===== src/rtl/zbus_dec_pkg.sv =====
// Shared constants and helpers for the Z80 I/O port decoder (#FFFD / #BFFD).
package zbus_dec_pkg;

  // Decoder FSM states.
  localparam logic [1:0] ST_IDLE = 2'd0;
  localparam logic [1:0] ST_QUAL = 2'd1;
  localparam logic [1:0] ST_FIRE = 2'd2;
  localparam logic [1:0] ST_HOLD = 2'd3;

  // Decoded address bits are packed as {a15, a14, a1}.
  localparam int unsigned ADDR_W  = 3;
  localparam int          ADR_A15 = 2;
  localparam int          ADR_A14 = 1;
  localparam int          ADR_A1  = 0;

  localparam logic [ADDR_W-1:0] PORT_FFFD   = 3'b110;
  localparam logic [ADDR_W-1:0] PORT_BFFD   = 3'b100;
  // Writes decode both ports (a14 selects the target later); reads only #FFFD.
  localparam logic [ADDR_W-1:0] WR_DEC_MASK = 3'b101;
  localparam logic [ADDR_W-1:0] RD_DEC_MASK = 3'b111;

  // Data prefix that turns a #FFFD write into a config-latch write.
  localparam logic [4:0] CFG_PREFIX = 5'b11111;

  // Control bits are packed as {iorq_n, wr_n, rd_n, m1_n}; all inactive high.
  localparam int unsigned CTRL_W        = 4;
  localparam int          CTRL_IORQ     = 3;
  localparam int          CTRL_WR       = 2;
  localparam int          CTRL_RD       = 1;
  localparam int          CTRL_M1       = 0;
  localparam logic [CTRL_W-1:0] CTRL_INACTIVE = 4'b1111;

  typedef enum logic [1:0] {
    WK_CFG,
    WK_YM_ADDR,
    WK_YM_DATA
  } wr_kind_e;

  // True when the masked address bits equal the masked port pattern.
  function automatic logic port_hit(input logic [ADDR_W-1:0] addr,
                                    input logic [ADDR_W-1:0] mask,
                                    input logic [ADDR_W-1:0] port);
    return ((addr ^ port) & mask) == '0;
  endfunction

  // Select which strobe an accepted write produces.
  function automatic wr_kind_e classify_write(input logic a14, input logic [7:0] data);
    if (!a14) return WK_YM_DATA;
    if (data[7:3] == CFG_PREFIX) return WK_CFG;
    return WK_YM_ADDR;
  endfunction

endpackage


===== src/rtl/zbus_dec_sync2.sv =====
// Two-flop synchronizer for a bundle of asynchronous inputs, with a
// configurable reset value so that inactive bus levels are seen during reset.
module zbus_dec_sync2 #(
  parameter int unsigned           WIDTH   = 1,
  parameter logic [WIDTH-1:0]      RST_VAL = '0
) (
  input  logic             clk_i,
  input  logic             rst_ni,
  input  logic [WIDTH-1:0] async_i,
  output logic [WIDTH-1:0] sync_o
);

  logic [WIDTH-1:0] meta_q;
  logic [WIDTH-1:0] sync_q;

  // First stage may go metastable; only the second stage is used downstream.
  always_ff @(posedge clk_i or negedge rst_ni) begin
    if (!rst_ni) begin
      meta_q <= RST_VAL;
      sync_q <= RST_VAL;
    end else begin
      meta_q <= async_i;
      sync_q <= meta_q;
    end
  end

  assign sync_o = sync_q;

endmodule


===== src/rtl/zbus_dec.sv =====
// Z80 I/O decoder for the YM / config ports: synchronizes the raw bus,
// qualifies a write or read over FILT samples, then emits one strobe per
// bus cycle (writes) or holds rd_fffd for the rest of the cycle (reads).
module zbus_dec
  import zbus_dec_pkg::*;
#(
  parameter int FILT = 2
) (
  input  logic       clk,
  input  logic       rst_n,
  input  logic       iorq_n,
  input  logic       wr_n,
  input  logic       rd_n,
  input  logic       m1_n,
  input  logic       a15,
  input  logic       a14,
  input  logic       a1,
  input  logic [7:0] zd,
  output logic [7:0] d,
  output logic       cfg_wrstb,
  output logic       ym_addr_wrstb,
  output logic       ym_data_wrstb,
  output logic       rd_fffd
);

  localparam logic [2:0] FILT_M1 = 3'(FILT - 1);

  logic [CTRL_W-1:0] ctrl_s;
  logic [ADDR_W-1:0] addr_s;
  logic [7:0]        data_s;

  logic iorq_s, wr_s, rd_s, m1_s;
  logic wr_cond, rd_cond, qual_cond;
  wr_kind_e fire_kind;

  logic [1:0] sync_vld_q;
  logic       armed_q;

  logic [1:0] state_q, state_d;
  logic [2:0] cnt_q, cnt_d;
  logic       is_wr_q, is_wr_d;
  logic [7:0] d_q, d_d;
  logic       cfg_q, cfg_d;
  logic       yma_q, yma_d;
  logic       ymd_q, ymd_d;
  logic       rd_q, rd_d;

  zbus_dec_sync2 #(
    .WIDTH  (CTRL_W),
    .RST_VAL(CTRL_INACTIVE)
  ) u_sync_ctrl (
    .clk_i  (clk),
    .rst_ni (rst_n),
    .async_i({iorq_n, wr_n, rd_n, m1_n}),
    .sync_o (ctrl_s)
  );

  zbus_dec_sync2 #(
    .WIDTH  (ADDR_W),
    .RST_VAL('0)
  ) u_sync_addr (
    .clk_i  (clk),
    .rst_ni (rst_n),
    .async_i({a15, a14, a1}),
    .sync_o (addr_s)
  );

  zbus_dec_sync2 #(
    .WIDTH  (8),
    .RST_VAL('0)
  ) u_sync_data (
    .clk_i  (clk),
    .rst_ni (rst_n),
    .async_i(zd),
    .sync_o (data_s)
  );

  assign iorq_s = ctrl_s[CTRL_IORQ];
  assign wr_s   = ctrl_s[CTRL_WR];
  assign rd_s   = ctrl_s[CTRL_RD];
  assign m1_s   = ctrl_s[CTRL_M1];

  // m1_s high excludes interrupt acknowledge; a write wins over a read when
  // both strobes are (illegally) low together.
  assign wr_cond = !iorq_s && !wr_s && m1_s &&
                   (port_hit(addr_s, WR_DEC_MASK, PORT_FFFD) ||
                    port_hit(addr_s, WR_DEC_MASK, PORT_BFFD));
  assign rd_cond = !iorq_s && !rd_s && m1_s && !wr_cond &&
                   port_hit(addr_s, RD_DEC_MASK, PORT_FFFD);
  assign qual_cond = is_wr_q ? wr_cond : rd_cond;
  assign fire_kind = classify_write(addr_s[ADR_A14], data_s);

  // Track when the second synchronizer stage holds a real bus sample, and
  // refuse new cycles after reset until iorq_n has been seen high.
  always_ff @(posedge clk or negedge rst_n) begin
    if (!rst_n) begin
      sync_vld_q <= 2'b00;
      armed_q    <= 1'b0;
    end else begin
      sync_vld_q <= {sync_vld_q[0], 1'b1};
      if (sync_vld_q[1] && iorq_s) begin
        armed_q <= 1'b1;
      end
    end
  end

  // Next-state logic: qualify, fire once, then hold until the cycle ends.
  always_comb begin
    state_d = state_q;
    cnt_d   = cnt_q;
    is_wr_d = is_wr_q;
    d_d     = d_q;
    cfg_d   = 1'b0;
    yma_d   = 1'b0;
    ymd_d   = 1'b0;
    rd_d    = rd_q;
    unique case (state_q)
      ST_IDLE: begin
        if (armed_q && (wr_cond || rd_cond)) begin
          is_wr_d = wr_cond;
          cnt_d   = 3'd0;
          state_d = (FILT <= 1) ? ST_FIRE : ST_QUAL;
        end
      end
      ST_QUAL: begin
        if (qual_cond) begin
          cnt_d = cnt_q + 3'd1;
          if (cnt_d == FILT_M1) begin
            state_d = ST_FIRE;
          end
        end else begin
          cnt_d   = 3'd0;
          state_d = ST_IDLE;
        end
      end
      ST_FIRE: begin
        cnt_d   = 3'd0;
        state_d = ST_HOLD;
        if (is_wr_q) begin
          d_d   = data_s;
          cfg_d = (fire_kind == WK_CFG);
          yma_d = (fire_kind == WK_YM_ADDR);
          ymd_d = (fire_kind == WK_YM_DATA);
        end else begin
          rd_d = 1'b1;
        end
      end
      ST_HOLD: begin
        if (iorq_s) begin
          rd_d    = 1'b0;
          state_d = ST_IDLE;
        end
      end
      default: begin
        state_d = ST_IDLE;
        rd_d    = 1'b0;
      end
    endcase
  end

  // FSM, latched data and registered outputs.
  always_ff @(posedge clk or negedge rst_n) begin
    if (!rst_n) begin
      state_q <= ST_IDLE;
      cnt_q   <= 3'd0;
      is_wr_q <= 1'b0;
      d_q     <= 8'h00;
      cfg_q   <= 1'b0;
      yma_q   <= 1'b0;
      ymd_q   <= 1'b0;
      rd_q    <= 1'b0;
    end else begin
      state_q <= state_d;
      cnt_q   <= cnt_d;
      is_wr_q <= is_wr_d;
      d_q     <= d_d;
      cfg_q   <= cfg_d;
      yma_q   <= yma_d;
      ymd_q   <= ymd_d;
      rd_q    <= rd_d;
    end
  end

  assign d             = d_q;
  assign cfg_wrstb     = cfg_q;
  assign ym_addr_wrstb = yma_q;
  assign ym_data_wrstb = ymd_q;
  assign rd_fffd       = rd_q;

endmodule


===== config.mk =====
export PLATFORM = sky130hd
export DESIGN_NAME = zbus_dec
export DESIGN_NICKNAME = d
export VERILOG_FILES = /design/src/rtl/zbus_dec_pkg.sv /design/src/rtl/zbus_dec_sync2.sv /design/src/rtl/zbus_dec.sv
export SDC_FILE = /design/constraint.sdc
export NUM_CORES = 1
export LEC_CHECK = 0
export ABC_AREA = 0
export BUFFER_PORTS_ARGS = -buffer_cell sky130_fd_sc_hd__buf_4
export CELL_PAD_IN_SITES_DETAIL_PLACEMENT = 1
export CELL_PAD_IN_SITES_GLOBAL_PLACEMENT = 1
export CORE_ASPECT_RATIO = 0.9
export CORE_MARGIN = 1
export CORE_UTILIZATION = 43
export CTS_BUF_LIST = sky130_fd_sc_hd__clkbuf_8
export DETAILED_ROUTE_END_ITERATION = 6
export PLACE_DENSITY = 0.83
export SLEW_MARGIN = 20
export SYNTH_ARGS = -nofsm -noshare
export SYNTH_HDL_FRONTEND = slang
export SYNTH_SLANG_ARGS = --single-unit

===== constraint.sdc =====
create_clock -name clk -period 1.4 [get_ports clk]
set_input_delay 0.14 -clock clk [delete_from_list [all_inputs] [get_ports clk]]
set_output_delay 0.14 -clock clk [all_outputs]
set_load 0.05 [all_outputs]

### Word level (Yosys, flattened, before mapping)

Cells that the tools add are included.

| word-level totals | value |
|---|---|
| output and inout port bits | 12 |
| word-level logic and storage cells | 81 |
| bits in registers | 51 |

| operators by class | value |
|---|---|
| add/subtract/negate cells | 1 |
| reductions and logical operators | 27 |
| bitwise logic cells | 2 |
| eq/ne operators | 11 |
| muxes and demuxes | 24 |

Operators by type and width:

| kind | count |
|---|---|
| 2-bit 2-to-1 mux | 8 |
| 1-bit 2-to-1 mux | 11 |
| 1-bit logical AND | 9 |
| 3-bit logical NOT | 3 |
| 3-bit one-hot mux with 3 select lines | 1 |
| 2-bit one-hot mux with 4 select lines | 1 |
| 2-bit equality test (second input constant) | 3 |
| 3-bit 2-to-1 mux | 2 |
| 2-bit AND reduction | 3 |
| 3-bit AND reduction | 2 |
| 5-bit equality test (second input constant) | 1 |
| 2-bit by 1-bit equality test with 1-bit output (second input constant) | 2 |
| 1-bit logical NOT | 4 |
| 2-bit logical NOT | 2 |
| 2-bit != test (second input constant) | 2 |
| 3-bit by 1-bit adder with 3-bit output (second input constant) | 1 |
| 3-bit by 1-bit equality test with 1-bit output (second input constant) | 1 |
| 3-bit != test (second input constant) | 1 |
| 3-bit nonzero test | 1 |
| 1-bit logical OR | 2 |
| 2-bit by 1-bit != test with 1-bit output (second input constant) | 1 |
| 2-bit NOT | 1 |
| 1-bit one-hot mux with 2 select lines | 1 |
| 2-bit nonzero test | 1 |
| 1-bit NOT | 1 |

### Depth between registers and ports, before layout

| depth | value |
|---|---|
| depth after elaboration | 11 |
| gate-level depth with buffers | 6 |
| gate-level depth less buffers | 6 |

### Modules after synthesis

Synthesis repeated with hierarchy kept, for this count alone.

| second synthesis, totals | value |
|---|---|
| cell total of the unflattened synthesis | 114 |
| area total of the unflattened synthesis | 1765.4 sq um |

Modules (own cells, without submodules):

| module | area an instance (sq um) | cells an instance | times used |
|---|---|---|---|
| zbus_dec | 1004.7 | 84 | 1 |
| zbus_dec_sync2 (u_sync_data) | 400.4 | 16 | 1 |
| zbus_dec_sync2 (u_sync_ctrl) | 210.2 | 8 | 1 |
| zbus_dec_sync2 (u_sync_addr) | 150.1 | 6 | 1 |

### Worst setup path before layout

Ideal clock, no wire load.

| timing | value |
|---|---|
| kind | register to register |
| start point | register state_q[0] |
| end point | register cnt_q[2] |
| stages on the path, launching flop included | 6 |
| path slack | -0.134 ns |
| arrival | 1.413 ns |
| period minus slack after synthesis | 1.534 ns |
| buffers on the path | 0 |
| data required time | 1.278 ns |
| cells stage by stage | dfrtp_1 -> inv_1 -> ha_1 -> o2111ai_1 -> a22o_1 -> a32o_1 |

| between the ends | value |
|---|---|
| cells in the longest elaborated chain, start to end | 3 |
| elaborated cells between the ends (all ways) | 7 |

RTL lines:

| item | RTL line | RTL |
|---|---|---|
| from (decl) | zbus_dec.sv:39 | `logic [1:0] state_q, state_d;` |
| from (signal assigned) | zbus_dec.sv:173 | `state_q <= state_d;` |
| 2-bit equality test (tied with other cells) | zbus_dec.sv:117 | `unique case (state_q)` |
| 3-bit nonzero test (no source line) / 2-bit != test (equally long branches) | -- |  |
| 2-bit AND reduction (no source line) | -- |  |
| to (signal assigned) | zbus_dec.sv:174 | `cnt_q <= cnt_d;` |
| to (decl) | zbus_dec.sv:40 | `logic [2:0] cnt_q, cnt_d;` |

Parallel ways exist; a longest one is shown, timed or not.
A chain may end at the register's enable or synchronous reset.

### Worst setup path after layout

| timing | value |
|---|---|
| start point | register u_sync_ctrl.sync_q[1], in the netlist u_sync_ctrl.sync_o[1] |
| end point | register cnt_q[2] |

| between the ends | value |
|---|---|
| cells in the longest elaborated chain, start to end | 9 |
| elaborated cells between the ends (all ways) | 12 |

RTL lines:

| item | RTL line | RTL |
|---|---|---|
| from (decl) | zbus_dec_sync2.sv:14 | `logic [WIDTH-1:0] sync_q;` |
| from (signal assigned) | zbus_dec_sync2.sv:23 | `sync_q <= meta_q;` |
| 1-bit logical NOT (*) | zbus_dec.sv:88 | `assign rd_cond = !iorq_s && !rd_s && m1_s && !wr_cond &&` |
| 1-bit logical AND (*) (4 in a row) | zbus_dec.sv:88 |  |
| 1-bit logical OR | zbus_dec.sv:119 | `if (armed_q && (wr_cond \|\| rd_cond)) begin` |
| 1-bit logical AND | zbus_dec.sv:119 |  |
| 2-bit != test (no source line) | -- |  |
| 2-bit AND reduction (no source line) | -- |  |

Mark *: on every way between the ends. The rest lies on a longest branch, timed or not.

==> reports/metrics.csv <==
stage,metric,value,unit
clock_network,clock latency on the worst-skew pair,0.29,ns
worst_setup_path,Worst EP arrival,1.72,ns
die,Die Area,4490,um^2
drt,routed len/inst,16.4,um
drt,# DRC,6,
finish,Register Area,1290,um^2
logic_synthesis,top cell type by total area after synthesis,dfrtp_1,
sta,worst setup margin,-0.133,ns
finish,Antenna Cells,0,
place,Final HPWL DP,2480,um
power_and_ir_drop,Leakage Power,0.00117,uW
sta,min cycle time layout,1.53,ns
clock_network,Max Root-Sink Buffers,2,
logic_synthesis,Synth cell types,32,
sta,max-slew violations,0,
finish,most frequent cells in the layout,"43 x dfrtp_1, 37 x buf_4, 16 x dlygate4sd3_1",
sta,Slew headroom,59.1,%
sta,final worst-path cycle share,110,%
drt,1st-iter DRT viols,50,
run_status,failing checks,"design-rule violations, negative setup slack",
worst_setup_path,critical path capture point type,register,
sta,fmax,652,MHz
sta,"Hold Vio Cnt, Final",0,
drt,post-route ant nets,0,
drt,Via Count,1122,
worst_setup_path,Worst Path Max Fanout,3,
grt,first-pass GRT wire length,6080,um
finish,final instance count without filler cells,226,
sta,Max Clock Skew,0.00381,ns
logic_synthesis,Post-Syn Area,1820,um^2
die,row count,22,
grt,met2 Usage GRT,32.6,%
sta,setup violators final,6,
grt,largest net degree at the start of global routing,52,
logic_synthesis,synth top area cells,"dfrtp_1 59%, dfstp_2 12%, mux2_2 5.0%",
power_and_ir_drop,total chip power,4800,uW
finish,multi-input logic area,553,um^2
power_and_ir_drop,maximum vdd drop,0.000841,V
finish,fin nets,201,
die,Core Area,4070,um^2
grt,met3 Use GR,4.80,%
drt,drt total wl,3700,um
finish,fillcell total,406,
finish,"commonest non-fill, non-tap cell in the layout",dfrtp_1,
die,# IOs,29,
logic_synthesis,post-synth top area share,59.3,%
grt,GR Layer Usage met1,21.2,%
sta,Worst-Margin Slew,0.613,ns
clock_network,Root Buffer,clkbuf_8,
clock_network,H-tree depth,2,
logic_synthesis,"flops & latches, synth",51,
grt,initial antenna violation count,0,
worst_setup_path,critical path type,register to register,
logic_synthesis,sequential share of the synthesized area,70.8,%
finish,synth-to-layout area growth,37.6,%
sta,RSZ-0062 raised after global routing,yes,
grt,most used routing layer,met2,
flow_run,Max Cap Viol,0,
place,Port Buffers,28,
grt,gr usage total,18.4,%
grt,GR Overflow Total,0,
worst_setup_path,"Req. time, crit path",1.59,ns
place,total placed cells including tap cells,199,
place,routability cong.,0.740,
grt,vias in the first global route,1236,
finish,layout cells sized above 1,43.8,%
worst_setup_path,CP Launch Type,register,
die,Die Y,63.6,um
logic_synthesis,cell count after synthesis,114,
min_path,Worst Hold Class,register to register,
logic_synthesis,Syn Nets,138,
die,Die X,70.5,um
logic_synthesis,Mean Syn Cell Area,15.9,um^2
drt,Vias/cell,4.96,
clock_network,CTS tree,yes,
clock_network,CTS Sinks,51,
run_status,outcome,"complete, but fails checks",
logic_synthesis,YS warnings,0,
power_and_ir_drop,P per Cell Area,1920,nW/um^2
die,Initial Util,44.6,%
clock_network,clk slew on worst S/H paths,0.09,ns
drt,drt pass-1 iters,6,
clock_network,CTS buffer count,5,
synth_stat cells, drive strengths merged:
| library cell | instances |
|---|---|
| xnor2 | 1 |
| dfstp | 8 |
| and4bb | 1 |
| nor2 | 5 |
| a31oi | 1 |
| o2111ai | 1 |
| mux2i | 3 |
| mux2 | 8 |
| nand3 | 2 |
| o211ai | 1 |
| nor2b | 1 |
| a221oi | 1 |
| dfrtp | 43 |
| o21ai | 1 |
| and2b | 2 |
| inv | 7 |
| nand2 | 7 |
| a21oi | 2 |
| a2bb2oi | 1 |
| a41o | 1 |
| ha | 7 |
| o211a | 1 |
| and3 | 1 |
| nor4bb | 1 |
| a22o | 1 |
| nand2b | 1 |
| conb | 1 |
| a41oi | 1 |
| a32o | 1 |
| a21o | 1 |
| a2111oi | 1 |
final timing paths:
path                                  startpoint                     to  slack [ns]  cells after the start
max                        u_sync_ctrl.sync_o[1]               cnt_q[2]       -0.13                      4
min                        u_sync_addr.meta_q[0]  u_sync_addr.sync_o[0]        0.35                      0
max reg2reg                u_sync_ctrl.sync_o[1]               cnt_q[2]       -0.13                      4
min reg2reg                u_sync_addr.meta_q[0]  u_sync_addr.sync_o[0]        0.35                      0
max in group asynchronous                  rst_n          ym_data_wrstb        0.60                      2
min in group asynchronous                  rst_n               cnt_q[1]        0.38                      2
logic make-up after synthesis:
logic type | Yosys count | synth area share [%]
xor+xnor | 1 | 0.483
compound gates | 15 | 9.10
buf+inv | 7 | 1.45
simple gates | 21 | 6.48
flops | 51 | 70.8
other cells | 1 | 0.207
fa+ha+maj | 7 | 4.82
mux | 11 | 6.62
through the flow:
stage	util (%)	setup WS, ns	hold WS (ns)	setup TNS (ns)	area (um^2)
after floorplan	-	-0.0435	-0.156	-0.0435	1830
after global placement	53.2	-0.0272	0.175	-0.122	2170
after detailed placement	53.2	-0.130	0.199	-0.700	2170
after CTS	60.0	-0.127	0.357	-0.524	2440
after global routing	61.3	-0.237	0.365	-1.08	2500
final	61.3	-0.133	0.355	-0.571	2500
report_power, final:
group | internal (uW) | switching (uW)
Combinational | 838 | 1090
Clock | 533 | 475
Sequential | 1710 | 146
Total | 3090 | 1710
timing repair:
| item | CTS | global route |
|---|---|---|
| endpoints found under the setup margin | 14 | 14 |
| hold buffers | 16 | 0 |
| cloned | 0 | 1 |
| gates resized for setup | 1 | 7 |
| pin swaps | 3 | 5 |
| endpoints found under the hold margin | 58 | 0 |
| setup buffers | 0 | 2 |
cell type report:
cell class	count	share of cell area (%)
Sequential cell	51	51.5
Clock inverter	3	1.70
Tap cell	48	2.40
Inverter	7	1.05
Clock buffer	5	2.76
Timing Repair Buffer	55	18.4
Multi-Input combinational cell	57	22.1
per-layer routing:
metal	routed length, um	part of all wire (%)
met1	1510	41
met2	2010	54
met3	123	3.3
met4	53	1.4
met5	0	0
critical path: stages, from the launching register on:
cell and delay, ns:
dfstp_2 0.55, and2b_2 0.25, o2111ai_2 0.21, nand2_1 0.13, a32o_1 0.29
sequential cells by signal (all words and copies together), names as in the netlist, named ones only:
register,count
d,8
u_sync_ctrl.sync_o,4
u_sync_addr.sync_o,3
ym_addr_wrstb,1
ym_data_wrstb,1
u_sync_addr.meta_q,3
cnt_q,3
state_q,1
is_wr_q,1
u_sync_ctrl.meta_q,4
armed_q,1
u_sync_data.sync_o,8
u_sync_data.meta_q,8
cfg_wrstb,1
sync_vld_q,2
rd_fffd,1
(Power assumes the default switching activity.)
